File: src/rtl/wf_iq_boxcar.sv
// Post-CIC boxcar averager/decimator for the waterfall I/Q path.
// Sums 2^k samples, then rounds, scales and saturates to the sampler width.
module wf_iq_boxcar #(
  parameter int IN_WIDTH  = 24,
  parameter int OUT_WIDTH = 16,
  parameter int MAX_LOG2N = 4
) (
  input  logic                 adc_clk,
  input  logic                 rst_n,
  input  logic                 set_avg,
  input  logic [2:0]           avg_log2,
  input  logic                 in_strobe,
  input  logic [IN_WIDTH-1:0]  in_i,
  input  logic [IN_WIDTH-1:0]  in_q,
  output logic                 out_strobe,
  output logic [OUT_WIDTH-1:0] out_i,
  output logic [OUT_WIDTH-1:0] out_q,
  output logic                 ovfl,
  input  logic                 clr_ovfl
);

  localparam int AW  = IN_WIDTH + MAX_LOG2N;
  localparam int SH0 = IN_WIDTH - OUT_WIDTH;
  localparam logic [2:0] KMAX = 3'(MAX_LOG2N);
  localparam logic signed [AW:0] ONE = 1;
  localparam logic signed [AW:0] HI =
    (AW+1)'((1 << (OUT_WIDTH-1)) - 1);
  localparam logic signed [AW:0] LO = ~HI;

  logic [2:0]            k;
  logic [2:0]            k_set;
  logic [MAX_LOG2N-1:0]  cnt;
  logic [MAX_LOG2N-1:0]  cnt_last;
  logic                  last;
  logic signed [AW-1:0]  acc_i;
  logic signed [AW-1:0]  acc_q;
  logic signed [AW:0]    sum_i;
  logic signed [AW:0]    sum_q;
  logic signed [AW:0]    half;
  logic [5:0]            sh;
  logic [OUT_WIDTH-1:0]  nxt_i;
  logic [OUT_WIDTH-1:0]  nxt_q;
  logic                  clip_i;
  logic                  clip_q;

  function automatic logic signed [AW:0] ext(
    input logic [IN_WIDTH-1:0] x
  );
    return {{(AW+1-IN_WIDTH){x[IN_WIDTH-1]}}, x};
  endfunction

  // Result is {clip, value}
  function automatic logic [OUT_WIDTH:0] rnd_sat(
    input logic signed [AW:0] x,
    input logic signed [AW:0] h,
    input logic [5:0]         s
  );
    logic signed [AW:0] y;
    y = (x + h) >>> s;
    if (y > HI) return {1'b1, HI[OUT_WIDTH-1:0]};
    if (y < LO) return {1'b1, LO[OUT_WIDTH-1:0]};
    return {1'b0, y[OUT_WIDTH-1:0]};
  endfunction

  always_comb begin
    k_set    = (avg_log2 > KMAX) ? KMAX : avg_log2;
    cnt_last = MAX_LOG2N'((32'd1 << k) - 32'd1);
    last     = (cnt == cnt_last);
    sh       = 6'(k) + 6'(SH0);
    half     = ONE << (sh - 6'd1);
    sum_i    = {acc_i[AW-1], acc_i} + ext(in_i);
    sum_q    = {acc_q[AW-1], acc_q} + ext(in_q);
    {clip_i, nxt_i} = rnd_sat(sum_i, half, sh);
    {clip_q, nxt_q} = rnd_sat(sum_q, half, sh);
  end

  always_ff @(posedge adc_clk or negedge rst_n) begin
    if (!rst_n) begin
      k          <= '0;
      cnt        <= '0;
      acc_i      <= '0;
      acc_q      <= '0;
      out_strobe <= 1'b0;
      out_i      <= '0;
      out_q      <= '0;
      ovfl       <= 1'b0;
    end else begin
      out_strobe <= 1'b0;
      if (clr_ovfl) ovfl <= 1'b0;
      if (set_avg) begin
        k     <= k_set;
        cnt   <= '0;
        acc_i <= '0;
        acc_q <= '0;
      end else if (in_strobe && !last) begin
        acc_i <= sum_i[AW-1:0];
        acc_q <= sum_q[AW-1:0];
        cnt   <= cnt + 1'b1;
      end else if (in_strobe) begin
        acc_i      <= '0;
        acc_q      <= '0;
        cnt        <= '0;
        out_strobe <= 1'b1;
        out_i      <= nxt_i;
        out_q      <= nxt_q;
        // A new clamp outranks a coincident clear
        if (clip_i || clip_q) ovfl <= 1'b1;
      end
    end
  end

endmodule

File: config.mk
export PLATFORM = sky130hd
export DESIGN_NAME = wf_iq_boxcar
export DESIGN_NICKNAME = d
export VERILOG_FILES = /design/src/rtl/wf_iq_boxcar.sv
export SDC_FILE = /design/constraint.sdc
export NUM_CORES = 1
export LEC_CHECK = 0
export CAP_MARGIN = 20
export CORE_MARGIN = 3
export CORE_UTILIZATION = 65
export CTS_CLUSTER_SIZE = 25
export DETAILED_ROUTE_END_ITERATION = 7
export PLACE_DENSITY = 0.89
export RECOVER_POWER = 25
export SYNTH_ARGS = -nofsm -noshare
export SYNTH_HDL_FRONTEND = slang
export SYNTH_SLANG_ARGS = --single-unit
File: constraint.sdc
create_clock -name adc_clk -period 14.65 [get_ports adc_clk]
set_input_delay 2.93 -clock adc_clk [delete_from_list [all_inputs] [get_ports adc_clk]]
set_output_delay 2.93 -clock adc_clk [all_outputs]
set_load 0.03 [all_outputs]
# Yosys cells after proc, flatten, opt, wreduce, memory -nomap -nowiden

Cells that the tools add are included.

Shift-type cells: 4
Muxes and demuxes: 31
Eq/ne operators: 1
Bitwise operators: 2
Add/sub/neg operators: 8
Reduce and logical (&&, ||, !) cells: 5
Magnitude comparators: 5

Operators with widths:

| kind                                                                               | number |
|---|---|
| 28-bit 2-to-1 mux                                                                  | 5 |
| 17-bit 2-to-1 mux                                                                  | 8 |
| 28-bit by 24-bit adder with 29-bit output                                          | 2 |
| 29-bit adder                                                                       | 2 |
| 29-bit by 16-bit greater-than comparator with 1-bit output (second input constant) | 2 |
| 29-bit by 16-bit less-than comparator with 1-bit output (second input constant)    | 2 |
| 29-bit by 5-bit >>> shifter with 29-bit output                                     | 2 |
| 1-bit by 6-bit << shifter with 29-bit output (first input constant)                | 1 |
| 1-bit 2-to-1 mux                                                                   | 14 |
| 4-bit 2-to-1 mux                                                                   | 3 |
| 5-bit by 1-bit subtractor with 6-bit output (second input constant)                | 1 |
| 3-bit by 4-bit adder with 5-bit output (second input constant)                     | 1 |
| 4-bit by 1-bit adder with 4-bit output (second input constant)                     | 1 |
| 4-bit == test                                                                      | 1 |
| 1-bit by 3-bit << shifter with 4-bit output (first input constant)                 | 1 |
| 4-bit by 1-bit subtractor with 4-bit output (second input constant)                | 1 |
| 3-bit greater-than comparator (second input constant)                              | 1 |
| 3-bit 2-to-1 mux                                                                   | 1 |
| 3-bit AND reduction                                                                | 1 |
| 3-bit nonzero test                                                                 | 1 |
| 1-bit NOT                                                                          | 2 |
| 1-bit logical AND                                                                  | 1 |
| 1-bit logical NOT                                                                  | 1 |
| 1-bit logical OR                                                                   | 1 |

Flip-flop bits (word level): 97
Word-level logic and storage cells: 64

# Longest topological paths before layout

Gate-level depths: netlist of the first run.

Depth after elaboration: 15
Mapped depth: 26
Gate-level depth less buffers: 24

# Least setup slack after synthesis of the first run

OpenSTA, ideal clock, no wires.

Kind: input to register
Start point: input port in_i[0]
End point: register out_i[10]
Required time: 14.529 ns
Slack: 6.613 ns
Stages on the path: 24
Arrival time: 7.916 ns
Buffers on the path: 2
Setup time: 0.121 ns
Cell sequence: ha_1 -> inv_1 -> fa_1 -> nand2b_1 -> a21oi_2 -> nor2_1 -> o21ai_0 -> a21o_1 -> a21oi_1 -> xnor2_1 -> ha_1 -> clkbuf_1 -> nand2_1 -> o31a_1 -> a311o_1 -> nor4_4 -> nand4_4 -> or4_4 -> a21oi_2 -> o2111ai_1 -> nor4b_2 -> nor2_1 -> buf_6 -> o22a_1

Longest elaborated chain between the ends: 8
Elaborated cells between the ends (all ways): 11
Classes of those cells: add/sub (2); order compare (2); shift (1); mux (6)

Ends and longest elaborated chain:

| item                                                    | line | source |
|---|---|---|
| from (decl)                                             | 13   | `input logic [IN_WIDTH-1:0] in_i,` |
| 28-bit by 24-bit adder with 29-bit output (*)           | 71   | `sum_i = {acc_i[AW-1], acc_i} + ext(in_i);` |
| 29-bit adder (*)                                        | 59   | `y = (x + h) >>> s;` |
| 29-bit by 5-bit >>> shifter with 29-bit output (*)      | 59   |  |
| 29-bit by 16-bit less-than comparator with 1-bit output | 61   | `if (y < LO) return {1'b1, LO[OUT_WIDTH-1:0]};` |
| 1-bit 2-to-1 mux (2 in a row)                           | 61   |  |
| 17-bit 2-to-1 mux                                       | 62   | `return {1'b0, y[OUT_WIDTH-1:0]};` |
| 17-bit 2-to-1 mux (*)                                   | 61   |  |
| to (signal assigned)                                    | 104  | `out_i <= nxt_i;` |
| to (decl)                                               | 16   | `output logic [OUT_WIDTH-1:0] out_i,` |

Every way passes the cells marked *; elsewhere a longest branch is shown, timed or not. The select of a mux whose other input is x is not followed.
A chain may end at the register's enable or synchronous reset.

# Final worst setup path of the first run

Start point: input port in_q[10]
End point: register out_q[3]

Longest elaborated chain between the ends: 8
Elaborated cells between the ends (all ways): 11
Classes of those cells: add/sub (2); order compare (2); shift (1); mux (6)

Ends and longest elaborated chain:

| item                                                    | line | source |
|---|---|---|
| from (decl)                                             | 14   | `input logic [IN_WIDTH-1:0] in_q,` |
| 28-bit by 24-bit adder with 29-bit output (*)           | 72   | `sum_q = {acc_q[AW-1], acc_q} + ext(in_q);` |
| 29-bit adder (*)                                        | 59   |  |
| 29-bit by 5-bit >>> shifter with 29-bit output (*)      | 59   |  |
| 29-bit by 16-bit less-than comparator with 1-bit output | 61   |  |
| 1-bit 2-to-1 mux (2 in a row)                           | 61   |  |
| 17-bit 2-to-1 mux                                       | 62   |  |
| 17-bit 2-to-1 mux (*)                                   | 61   |  |
| to (signal assigned)                                    | 105  | `out_q <= nxt_q;` |
| to (decl)                                               | 17   | `output logic [OUT_WIDTH-1:0] out_q,` |

Marks and branches as above.

==> impl_metrics.toml, run 1 <==
[run_status]
outcome = "finished with violations"
violations = "capacitance limit, slew limit"

[synthesis]
yosys_warnings = 0
synth_simple_gate_area_share = 0.208
synth.distinct_cells = 90
synth-compound-area-share = 0.290
ys_seq_elements = 97
syn_area_mm2 = 0.0106
synth_top_family_by_area = "compound AO/OA/AOI/OAI gates"
synthCells = 1299
synthFlopType = "dfrtp_1"
synthArstFlopShare = 1.00
synth_edf_count = 0
synthMuxAreaShare = 0.0588
synth_xor_xnor_area_share = 0.0643
syn_avg_cell_area_um2 = 8.16
synthAdderAreaFrac = 0.114
seq_area_frac_synth = 0.229

[place]
dp.cells = 1557
pre_cts_ws_ns = 5.27
port_buffers = 89
gp_congestion = 0.984
dp_hpwl_um = 21800

[floorplan]
core_mm2 = 0.0159
die-width_um = 134
die_area_mm2 = 0.0179
pin_count = 90
rows = 46
start_util = 0.665
die_h_um = 134

[setup_path]
slowest_stage = "o311ai_2"
path_cells = "clkdlybuf4s50_1, ha_1, and3_1, and4_1, o21a_1, nor3_1, o21ai_0, a21o_1, a21oi_1, xnor2_1, ha_1, nand3_1, o21a_1, nor4_4, nand4_1, or3_1, xor2_1, mux2i_1, mux2i_1, o311ai_2, o311ai_0"
crit_buf_inv = 1
cp-end-kind = "flop"
r2r-start = "k[0]$_DFFE_PN0P_"
r2r_slack_ns = 7.90
crit_fanout = 16
crit_type = "input port to flop"
r2r_cells = 21
arrival_ns = 9.30
cp.required_ns = 14.82
cp_top_family = "compound AO/OA/AOI/OAI gates"
critPathMaxStageDelay_ns = 0.87
startpoint = "in_q[10]"
r2r_end = "out_i[11]$_DFFE_PN0P_"
crit_path_start_kind = "input port"

[clocking]
clock_latency_ns = 0.37
cts_made_buffers = 9
cts-resized-gates = 0
root_buffer = "clkbuf_16"
clock_sinks = 97
path_clk_slew_ns = 0.08
cts_hold_buffers = 0
clock_path_buffers = 2
post_cts_buffers = 0
cts_tree = "done"
cts_max_level = 3

[layout]
area_delta_synth_final_pct = 12.2
diodes = 0
layout.nets = 1503
num-fill-cells = 1272
multiInputGateArea_mm2 = 0.00784
drive_gt1_frac = 0.0648
final_common_cell = "nand2_1"
layout_common_cells = "nand2_1, a21oi_1, dfrtp_1"
final-seq-area_mm2 = 0.00243
final_cells = 1573
final_util = 0.746

[timing]
maxSlewViolCount = 100
fmax_mhz = 110
layout_worst_path_cycle_share = 0.623
setup_viol = 0
rsz0062_at_grt = "false"
layout_min_cycle_time_ns = 9.13
hold_violations = 0
skew_ns = 0.00927
worstMarginPinSlew_ns = 3.08
relSlewSlack = -1.05
final.setup.worst_slack_ns = 5.52
tns_ns = 0

[global_routing]
grt_pass1_wl_um = 48000
grt_overflow = 0
grtUsageTotal = 0.322
grt_pass1_vias = 10100
antenna_found_initial = 0
grt_max_degree = 62

[hold_path]
hold_end = "acc_q[17]$_DFFE_PN0P_"
hp-start = "acc_q[17]$_DFFE_PN0P_"
min_path_type = "flop to flop"
hold_depth = 2

[routing]
totalWireLength_um = 29100
routed-via-count = 10700
drtIter0Drc = 1135
vias_per_cell = 6.78
wl_per_cell_um = 18.5
ant_nets = 0
drcViolationCount = 0
firstDrtPassIters = 7

[power_and_ir_drop]
leakagePower_nw = 5.27
powerDensity_mw_per_mm2 = 146
vdd_drop_max_mv = 0.0939

[flow_run]
drv_cap = 2
## cell type report
cell class	count	share of cell area
inverter	27	0.00852
tap	216	0.0227
timing repair buffer	100	0.0810
clock buffer	9	0.0189
multi-input combinational	1117	0.659
clock inverter	7	0.00589
sequential	97	0.204
## through the flow
step / total power, mW / cell area (µm²) / hold slack [ns]
finish: 1.73 / 11900 / 0.490
global route: 1.85 / 11900 / 0.510
CTS: 1.72 / 11900 / 0.494
detailed placement: 1.47 / 11600 / 0.467
global placement: 1.44 / 11600 / 0.469
floorplan: 1.17 / 10600 / 0.454
## synthesized netlist by cell type (19+ instances only)
| master | n | area share |
|---|---|---|
| nand2_1 | 131 | 0.046 |
| o21ai_0 | 76 | 0.036 |
| xor2_1 | 27 | 0.022 |
| xnor2_1 | 49 | 0.040 |
| and3_1 | 19 | 0.011 |
| nor3_1 | 35 | 0.017 |
| clkbuf_1 | 44 | 0.016 |
| a21o_1 | 23 | 0.016 |
| ha_1 | 93 | 0.11 |
| a21oi_1 | 118 | 0.056 |
| nand4_1 | 20 | 0.012 |
| inv_1 | 26 | 0.0092 |
| nor2_1 | 93 | 0.033 |
| a22o_1 | 48 | 0.040 |
| mux2i_1 | 42 | 0.040 |
| nand3_1 | 33 | 0.016 |
| dfrtp_1 | 97 | 0.23 |
| a211oi_1 | 21 | 0.015 |
## worst max-delay path by stage
stage                     cells past startpoint                     to
after CTS                                    21   out_q[3]$_DFFE_PN0P_
final                                        21   out_q[3]$_DFFE_PN0P_
after detailed placement                     21   out_q[3]$_DFFE_PN0P_
after global routing                         21   out_q[2]$_DFFE_PN0P_
after floorplan                              24  out_i[10]$_DFFE_PN0P_
after global placement                       21   out_q[0]$_DFFE_PN0P_
## report_power, final
part           internal [mW]  total (mW)  leakage [nW]  switching, mW
Sequential             0.335       0.374          1.24         0.0391
Combinational          0.440        1.11          3.88          0.675
Clock                  0.121       0.245         0.143          0.124
## cells by family after synthesis
| family | Yosys count |
|---|---|
| AND/OR/NAND/NOR | 432 |
| buffers and inverters | 94 |
| AO/OA/AOI/OAI | 446 |
| other | 1 |
| flip-flops | 97 |
| multiplexers | 57 |
| XOR/XNOR | 77 |
| adder cells (fa/ha/maj) | 95 |
## flip-flops by register name, summed over array words and instances (netlist names)
name and count:
cnt 4, ovfl 1, acc_i 28, out_q 16, out_strobe 1, out_i 16
acc_q 28, k 3
## worst reg2reg max path, stage by stage (launching register included)
cell and delay, ns:
dfrtp_1 0.36, buf_4 0.29, inv_1 0.12, buf_4 0.49, nand2_1 0.30, inv_1 0.31, ha_1 0.36, and3_1 0.26
ha_1 0.43, a21oi_1 0.11, o21ai_1 0.26, a32o_1 0.23, a221oi_1 0.10, a311o_1 0.35, nor4_2 0.46, nand2_1 0.18
o31a_1 0.28, o31ai_1 0.49, o2111ai_2 0.18, a311oi_2 0.72, nor4_1 0.15, o22a_1 0.20
## routing by layer
layer	vias up	track usage	wire length [µm]
li1	5017	-	-
met5	-	0	0
met3	93	0.0329	2120
met4	0	0.143	1070
met2	522	0.525	13500
met1	5036	0.435	12400
Note: power is estimated with default switching activity, not from simulation.
==> run 2, diff against run 1 <==
--- a/config.mk
+++ b/config.mk
@@ -7,10 +7,10 @@
 export LEC_CHECK = 0
 export CAP_MARGIN = 20
 export CORE_MARGIN = 3
-export CORE_UTILIZATION = 65
+export CORE_UTILIZATION = 60
 export CTS_CLUSTER_SIZE = 25
 export DETAILED_ROUTE_END_ITERATION = 7
-export PLACE_DENSITY = 0.89
+export PLACE_DENSITY = 0.83
 export RECOVER_POWER = 25
 export SYNTH_ARGS = -nofsm -noshare
 export SYNTH_HDL_FRONTEND = slang
==> constraint.sdc (replaced) <==
create_clock -name adc_clk -period 9.2 [get_ports adc_clk]
set_input_delay 1.84 -clock adc_clk [delete_from_list [all_inputs] [get_ports adc_clk]]
set_output_delay 1.84 -clock adc_clk [all_outputs]
set_load 0.03 [all_outputs]
==> impl_metrics.toml, run 2 (synthesis results as in run 1) <==
[run_status]
violations = "capacitance limit, slew limit"
outcome = "finished with violations"

[setup_path]
arrival_ns = 8.26
crit_fanout = 13
crit_path_start_kind = "input port"
cp.required_ns = 9.45
crit_type = "input port to flop"
cp-end-kind = "flop"

[clocking]
root_buffer = "clkbuf_16"
cts-resized-gates = 0
cts_made_buffers = 9
post_cts_buffers = 0
clock_latency_ns = 0.36
cts_tree = "done"
cts_hold_buffers = 0
clock_sinks = 97
clock_path_buffers = 2
path_clk_slew_ns = 0.08
cts_max_level = 3

[timing]
hold_violations = 0
worstMarginPinSlew_ns = 4.03
setup_viol = 0
maxSlewViolCount = 74
fmax_mhz = 125
relSlewSlack = -1.69
skew_ns = 0.0102
layout_worst_path_cycle_share = 0.870
tns_ns = 0
layout_min_cycle_time_ns = 8.01
rsz0062_at_grt = "false"
final.setup.worst_slack_ns = 1.19

[routing]
vias_per_cell = 6.59
firstDrtPassIters = 5
ant_nets = 0
routed-via-count = 10400
totalWireLength_um = 28900
drcViolationCount = 0
drtIter0Drc = 1046
wl_per_cell_um = 18.3

[place]
port_buffers = 89
pre_cts_ws_ns = 0.935
dp.cells = 1561
gp_congestion = 0.947
dp_hpwl_um = 21900

[floorplan]
die-width_um = 139
die_area_mm2 = 0.0193
start_util = 0.626
die_h_um = 139
core_mm2 = 0.0169
pin_count = 90
rows = 47

[global_routing]
grt_pass1_wl_um = 47700
grt_pass1_vias = 9703
grtUsageTotal = 0.291
grt_overflow = 0
grt_max_degree = 74
antenna_found_initial = 0

[layout]
final_cells = 1577
multiInputGateArea_mm2 = 0.00784
largestRegisters = "acc_i x28, acc_q x28"
layout.nets = 1503
final-seq-area_mm2 = 0.00243
layout_common_cells = "nand2_1, a21oi_1, dfrtp_1"
num-fill-cells = 1423
drive_gt1_frac = 0.0648
area_delta_synth_final_pct = 12.2
diodes = 0
final_common_cell = "nand2_1"

[hold_path]
min_path_type = "flop to flop"

[power_and_ir_drop]
leakagePower_nw = 5.27
powerDensity_mw_per_mm2 = 231
vdd_drop_max_mv = 0.161

[flow_run]
drv_cap = 1
run 2: cell types whose count changed in the layout (fill, tap and decap cells not counted), sizes merged:
cell      before  now
clkinvlp       1    0
clkinv         2    4
inv           31   30
run 2: layout make-up:
class                   count  share of cell area
multi-input cells        1117               0.659
flip-flops and latches     97               0.204
repair buffers            100              0.0810
well taps                 220              0.0231
clock buffers               9              0.0189
inverters                  27             0.00852
clock inverters             7             0.00526
run 2: through the flow:
stage,instance area (µm²),hold slack (ns),utilization,power [mW]
floorplan,10600,0.454,-,1.86
global placement,11600,0.470,0.686,2.30
detailed placement,11600,0.469,0.686,2.34
CTS,11900,0.493,0.703,2.73
global route,11900,0.521,0.702,2.94
finish,11900,0.490,0.702,2.75
run 2: path summary, 6_finish.rpt:
path | start | to | slack (ns) | depth (start not counted)
min in group asynchronous | rst_n | acc_q[18]$_DFFE_PN0P_ | 1.80 | 1
setup / recovery | in_i[0] | out_i[11]$_DFFE_PN0P_ | 1.19 | 25
hold reg to reg | out_q[15]$_DFFE_PN0P_ | out_q[15]$_DFFE_PN0P_ | 0.49 | 2
max in group asynchronous | rst_n | acc_i[16]$_DFFE_PN0P_ | 2.91 | 2
hold / removal | out_q[15]$_DFFE_PN0P_ | out_q[15]$_DFFE_PN0P_ | 0.49 | 2
setup reg to reg | k[0]$_DFFE_PN0P_ | out_i[11]$_DFFE_PN0P_ | 2.69 | 20
run 2: routing by layer:
layer / vias to the layer above / GRT usage / part of all wire
li1: 5028 / - / -
met1: 4892 / 0.410 / 0.45
met2: 404 / 0.467 / 0.45
met3: 67 / 0.0321 / 0.065
met4: 0 / 0.104 / 0.028
met5: - / 0 / 0
run 2: report_power, final:
| part | switching, mW | leakage [nW] | internal (mW) |
|---|---|---|---|
| logic | 1.07 | 3.88 | 0.702 |
| registers | 0.0638 | 1.24 | 0.533 |
| clock network | 0.192 | 0.144 | 0.190 |
run 2: worst max-delay path: stages:
cell and delay (ns):
clkdlybuf4s50_1 0.46, ha_1 0.15, inv_1 0.05, fa_1 0.40
nand2b_1 0.20, a21oi_2 0.20, nor2_1 0.10, o21ai_0 0.27
a21o_1 0.17, a21oi_1 0.08, xnor2_1 0.18, ha_1 0.42
nand2_1 0.07, o21ai_1 0.24, a32o_1 0.23, a221oi_1 0.10
a311o_1 0.34, nor4_2 0.45, nand2_1 0.18, o31a_1 0.29
o31ai_1 0.47, o2111ai_2 0.20, a311oi_2 0.79, nor4_1 0.15
o22a_1 0.20
==> run 3, diff against run 2 <==
--- a/config.mk
+++ b/config.mk
@@ -12,6 +12,7 @@
 export DETAILED_ROUTE_END_ITERATION = 7
 export PLACE_DENSITY = 0.83
 export RECOVER_POWER = 25
+export SKIP_CTS_REPAIR_TIMING = 1
 export SYNTH_ARGS = -nofsm -noshare
 export SYNTH_HDL_FRONTEND = slang
 export SYNTH_SLANG_ARGS = --single-unit
==> results of run 3 <==
Same layout as run 2: the final DEF is identical, and so are final timing and power.
